==> src/rtl/alu_seq_pkg.sv <==
// Shared types for the ALU microsequencer: instruction layout, FSM states and
// the datapath's ALU select encoding.
package alu_seq_pkg;

    localparam int unsigned INSTR_W = 12;
    localparam int unsigned SEL_W   = 3;
    localparam int unsigned IMM_W   = 4;

    // ALU select codes as decoded by the downstream datapath
    localparam logic [SEL_W-1:0] SEL_ADD    = 3'd0;
    localparam logic [SEL_W-1:0] SEL_SUB    = 3'd1;
    localparam logic [SEL_W-1:0] SEL_AND    = 3'd2;
    localparam logic [SEL_W-1:0] SEL_OR     = 3'd3;
    localparam logic [SEL_W-1:0] SEL_XOR    = 3'd4;
    localparam logic [SEL_W-1:0] SEL_NOT    = 3'd5;
    localparam logic [SEL_W-1:0] SEL_PASS_B = 3'd6;
    localparam logic [SEL_W-1:0] SEL_PASS_A = 3'd7;

    typedef enum logic [1:0] {
        OP_EXEC = 2'b00,
        OP_JMP  = 2'b01,
        OP_JC   = 2'b10,
        OP_HALT = 2'b11
    } op_e;

    typedef enum logic [1:0] {
        S_IDLE   = 2'd0,
        S_FETCH  = 2'd1,
        S_EXEC   = 2'd2,
        S_HALTED = 2'd3
    } state_e;

    // Field positions: [11:10] op, [9:7] sel, [6] src, [5] dst, [4] we, [3:0] imm
    typedef struct packed {
        op_e              op;
        logic [SEL_W-1:0] sel;
        logic             src;
        logic             dst;
        logic             we;
        logic [IMM_W-1:0] imm;
    } instr_t;

endpackage

==> src/rtl/alu_microsequencer_decoder.sv <==
// Combinational decode of the held instruction into datapath enables, ALU
// select and B operand; everything is inactive/zero outside the EXEC state.
module instr_decoder
    import alu_seq_pkg::*;
(
    input  logic [INSTR_W-1:0] ir_word,
    input  logic               exec,
    output logic               eibar1_c,
    output logic               eibar2_c,
    output logic               eobar1_c,
    output logic               eobar2_c,
    output logic [SEL_W-1:0]   sel_c,
    output logic [IMM_W-1:0]   b_c
);

    instr_t ir;
    assign ir = instr_t'(ir_word);

    // Exactly one bus driver per EXEC; a write enable only when we is set
    always_comb begin
        eibar1_c = 1'b1;
        eibar2_c = 1'b1;
        eobar1_c = 1'b1;
        eobar2_c = 1'b1;
        sel_c    = '0;
        b_c      = '0;
        if (exec && ir.op == OP_EXEC) begin
            eobar1_c = ir.src;
            eobar2_c = ~ir.src;
            eibar1_c = ~(ir.we & ~ir.dst);
            eibar2_c = ~(ir.we & ir.dst);
            sel_c    = ir.sel;
            b_c      = ir.imm;
        end
    end

endmodule

==> src/rtl/alu_microsequencer.sv <==
// Program store and fetch/execute sequencer driving the two-register ALU
// datapath, with carry-conditional jumps and a runaway-step abort.
module alu_microsequencer
    import alu_seq_pkg::*;
#(
    parameter int unsigned DEPTH     = 16,
    parameter int unsigned MAX_STEPS = 255
) (
    input  logic                     clk,
    input  logic                     MRbar,
    input  logic                     prog_we,
    input  logic [$clog2(DEPTH)-1:0] prog_addr,
    input  logic [INSTR_W-1:0]       prog_data,
    input  logic                     start,
    input  logic                     carry_in,
    output logic                     EIbar1,
    output logic                     EIbar2,
    output logic                     EObar1,
    output logic                     EObar2,
    output logic [SEL_W-1:0]         sel,
    output logic [IMM_W-1:0]         B,
    output logic [$clog2(DEPTH)-1:0] pc,
    output logic                     busy,
    output logic                     done,
    output logic                     abort
);

    localparam int unsigned PW = $clog2(DEPTH);
    localparam int unsigned SW = $clog2(MAX_STEPS + 1);

    logic [INSTR_W-1:0] mem [DEPTH];
    state_e             state;
    instr_t             ir;
    logic               carry_flag;
    logic [SW-1:0]      step_cnt;
    logic [PW-1:0]      pc_inc;
    logic [PW-1:0]      target;

    assign pc_inc = pc + 1'b1;
    assign target = PW'(ir.imm);

    // Program store: writable only while idle, never reset
    always_ff @(posedge clk) begin
        if (prog_we && state == S_IDLE) begin
            mem[prog_addr] <= prog_data;
        end
    end

    always_ff @(posedge clk or negedge MRbar) begin
        if (!MRbar) begin
            state      <= S_IDLE;
            ir         <= '0;
            pc         <= '0;
            busy       <= 1'b0;
            done       <= 1'b0;
            abort      <= 1'b0;
            carry_flag <= 1'b0;
            step_cnt   <= '0;
        end else begin
            done <= 1'b0;
            case (state)
                S_IDLE: begin
                    if (start) begin
                        state      <= S_FETCH;
                        busy       <= 1'b1;
                        pc         <= '0;
                        step_cnt   <= '0;
                        carry_flag <= 1'b0;
                        abort      <= 1'b0;
                    end
                end
                S_FETCH: begin
                    ir    <= instr_t'(mem[pc]);
                    state <= S_EXEC;
                end
                S_EXEC: begin
                    if (ir.op == OP_HALT) begin
                        state <= S_HALTED;
                        busy  <= 1'b0;
                        done  <= 1'b1;
                    end else begin
                        case (ir.op)
                            OP_EXEC: begin
                                carry_flag <= carry_in;
                                pc         <= pc_inc;
                            end
                            OP_JMP:  pc <= target;
                            OP_JC:   pc <= carry_flag ? target : pc_inc;
                            default: pc <= pc;
                        endcase
                        step_cnt <= step_cnt + 1'b1;
                        // The instruction that exhausts the budget still takes effect
                        if (step_cnt == SW'(MAX_STEPS - 1)) begin
                            state <= S_HALTED;
                            busy  <= 1'b0;
                            abort <= 1'b1;
                        end else begin
                            state <= S_FETCH;
                        end
                    end
                end
                S_HALTED: state <= S_IDLE;
                default:  state <= S_IDLE;
            endcase
        end
    end

    instr_decoder u_decoder (
        .ir_word  (INSTR_W'(ir)),
        .exec     (state == S_EXEC),
        .eibar1_c (EIbar1),
        .eibar2_c (EIbar2),
        .eobar1_c (EObar1),
        .eobar2_c (EObar2),
        .sel_c    (sel),
        .b_c      (B)
    );

endmodule

==> config.mk <==
export PLATFORM = sky130hd
export DESIGN_NAME = alu_microsequencer
export DESIGN_NICKNAME = d
export VERILOG_FILES = /design/src/rtl/alu_seq_pkg.sv /design/src/rtl/alu_microsequencer_decoder.sv /design/src/rtl/alu_microsequencer.sv
export SDC_FILE = /design/constraint.sdc
export NUM_CORES = 1
export LEC_CHECK = 0
export ABC_AREA = 1
export BUFFER_PORTS_ARGS = -buffer_cell sky130_fd_sc_hd__buf_2
export CAP_MARGIN = 40
export CORE_UTILIZATION = 35
export CTS_CLUSTER_SIZE = 8
export DETAILED_ROUTE_END_ITERATION = 8
export PLACE_DENSITY = 0.59
export SYNTH_ARGS = -nofsm -noshare
export SYNTH_HDL_FRONTEND = slang
export SYNTH_SLANG_ARGS = --single-unit
==> constraint.sdc <==
create_clock -name clk -period 2.1 [get_ports clk]
set_input_delay 0.315 -clock clk [delete_from_list [all_inputs] [get_ports clk]]
set_output_delay 0.315 -clock clk [all_outputs]
set_load 0.01 [all_outputs]
==> results.cfg <==
[pwr]
power_density_nw_per_um2 = 1160
pwr-share-comb_pct = 25.9
p_total_mw = 13.3
clockPowerShare_pct = 34.4
net-switching-power_mw = 4.32
p_seq_share_pct = 39.7
leakagePower_nw = 4.86
p_int_mw = 9.02
vdd_drop_max_v = 0.000591
p_sw_share_pct = 32.4

[floorplan]
die_x_um = 169
num_io_pins = 39
initial_utilization_pct = 36.0
row_count = 60
die_y_um = 169
die-area_um2 = 28500
core_region_area_um2 = 27100

[setup_path]
crit_path_max_fanout = 4
crit_type = reg -> out
cp-start-kind = flip-flop
path_delay_family = buffers and inverters
cp.required_ns = 1.78
cp-end-kind = output pin
slowest_delay_ns = 0.40
r2r_end = mem[15][7]
startpoint = ir[11]
path_buf_inv = 4
r2r_slack_ns = 0.31
cpMostUsedCell = inv_2
crit_slowest_cell = dfrtp_1
arrival_ns = 1.73
path_cells = inv_2 > ha_4 > inv_2 > nor2_4 > buf_6 > nand3b_1 > buf_2
reg2reg_depth = 5
r2r_start = state[1]

[routing]
dr.first_iter.drc_count = 597
ant_nets = 0
route.vias.total = 6759
wl_per_cell_um = 16.9
drcViolationCount = 0
drtPass1Iterations = 5
totalWireLength_mm = 24.1
avgViaCountPerCell = 4.73

[timing]
tns_ns = 0
setup_ws_ns = 0.0572
tightest_slew_ns = 0.615
fmax_mhz = 490
rsz0062_at_grt = yes
finalCriticalPeriod_ns = 2.04
post-route-period-util_pct = 97.3
final_hold_viol_count = 0
finalSetupViolCount = 0
slew_headroom_pct = 59.0
skew_ns = 0.00992
slew_violations = 0

[placed_design]
globalplace.congestion = 0.799
dpl.hpwl_mm = 15.1
dpl_worst_slack_ns = 0.355
post_dp_cell_area_um2 = 10600
io_buffers = 38

[finish]
fillers = 2583
layout.nets = 1060
drive_above_1_share_pct = 12.9
utilization_pct = 42.6
fin_area_um2 = 11500
num_antenna_cells = 0
syn2layout_area_growth_pct = 18.4

[hold_path]
hold_start = carry_in
worstHoldPathCells = 3
hold_end = carry_flag
hp-class = in -> reg

[grt]
grt_max_degree = 78
grtUsageTotal_pct = 17.5
antenna_found_initial = 0
grt_overflow = 0
grt_pass1_wl_mm = 38.3
grt_pass1_vias = 6717

[yosys]
ys_seq_area_share_pct = 66.9
ys_ff_latch = 222
yosys_warnings = 0
syn_area_per_cell_um2 = 10.2
synthFlopType = edfxtp_1
ys_top_cells_by_area = edfxtp_1, nand2_1, dfrtp_1, nand3_1, inv_1
synth_edf_count = 192
netlist.area_leader.share_pct = 59.2
synth_nets = 984
synth_area_um2 = 9750
ys_types = 34
async_reset_ff_share_pct = 13.5
yosys.area.top_type = edfxtp_1
syn_inst = 956

[clock_network]
cts.sinks = 222
cts.path.max_buffers = 3
clkTransAtPathRegs_ns = 0.06
htree_levels = 1
clk_latency_ns = 0.56
root_buffer = clkbuf_16
numCtsBuffers = 31
cts_tree = done

[status]
status = completed

[run]
drv_cap = 0
-- placed cells by master, fill, tap and decap left out, types with 6 or more instances in the layout --
cell,count
clkbuf_16,31
a21oi_1,26
ha_1,6
nand3_1,140
buf_4,37
inv_2,7
inv_1,149
dfrtp_1,28
buf_2,38
o21ai_0,9
nor2_1,57
edfxtp_1,192
buf_12,7
clkbuf_1,25
nand2_1,266
-- layer usage --
metal | global-route usage [%] | share of wire (%) | vias up
li1 | - | - | 3284
met1 | 25.7 | 46 | 3200
met2 | 27.6 | 45 | 235
met3 | 2.41 | 6.7 | 40
met4 | 3.99 | 2.0 | 0
met5 | 0 | 0 | -
-- stage by stage --
step / hold WS, ns / instances
final: 0.0473 / 1429
after global routing: 0.0638 / 1429
after CTS: 0.0301 / 1427
after detailed placement: 0.360 / 1364
after global placement: 0.366 / 1364
after floorplan: 0.0194 / 956
-- state kept, by name, summed over array words and instances, names as in the netlist --
name and flops:
abort 1, busy 1, carry_flag 1, done 1
ir 8, mem 192, pc 4, state 2
step_cnt 8, target 4
-- power by group through the flow --
stage	sequential, mW	clock [mW]	combinational [mW]
4_1_cts	5.28	4.69	3.45
2_1_floorplan	5.29	0	2.28
3_5_place_dp	5.37	0	3.32
5_1_grt	5.32	4.86	3.90
3_3_place_gp	5.36	0	3.30
6_report	5.29	4.59	3.45
-- layout make-up --
| class | instances | area (µm²) | area share [%] |
|---|---|---|---|
| Timing Repair Buffer | 84 | 629 | 5.45 |
| Clock inverter | 1 | 20.0 | 0.173 |
| Clock buffer | 57 | 883 | 7.65 |
| Inverter | 156 | 586 | 5.07 |
| Multi-Input combinational cell | 537 | 2440 | 21.1 |
| Tap cell | 372 | 465 | 4.03 |
| Sequential cell | 222 | 6520 | 56.5 |
-- kinds of logic after synthesis --
logic type      count (synthesis)  share of synthesized area (%)
compound gates                 48                           2.88
xor+xnor                        2                          0.180
fa+ha+maj                       7                          0.899
buf+inv                       197                           8.46
flops                         222                           66.9
simple gates                  480                           20.7
-- synthesized netlist by cell type, types with 2 or more instances --
cell	n
a21oi_1	26
nand3_1	141
o22ai_1	4
ha_1	7
buf_4	6
buf_1	2
inv_2	3
dfrtp_1	30
edfxtp_1	192
buf_2	20
o21ai_0	9
nor2_1	58
nor3_1	2
o21a_1	2
nand4_1	4
nor2_2	2
or2_1	2
buf_6	5
nand2_1	266
clkbuf_1	8
nand2_2	2
inv_1	153
-- how the worst max path moves through the flow --
stage	slack, ns	to	depth (start not counted)
3_3_place_gp	0.34	mem[15][2]	5
4_1_cts	0.02	EIbar1	7
3_5_place_dp	0.35	mem[15][2]	5
2_1_floorplan	0.21	mem[10][0]	3
5_1_grt	-0.05	EIbar1	7
6_report	0.06	EIbar1	7
-- timing repair --
action                     CTS  global route
setup endpoints to repair    3             3
hold buffers                 1             0
hold endpoints to repair    21             0
resized for setup            9             1
setup buffers                4             2
pin swaps                    1             0
-- worst reg2reg max path: stages (launching register included) --
cell and delay, ns:
dfrtp_1 0.44, nor3b_1 0.22, buf_4 0.19, nand3_1 0.15, nor2_1 0.19, buf_4 0.27
(Power assumes the default switching activity.)
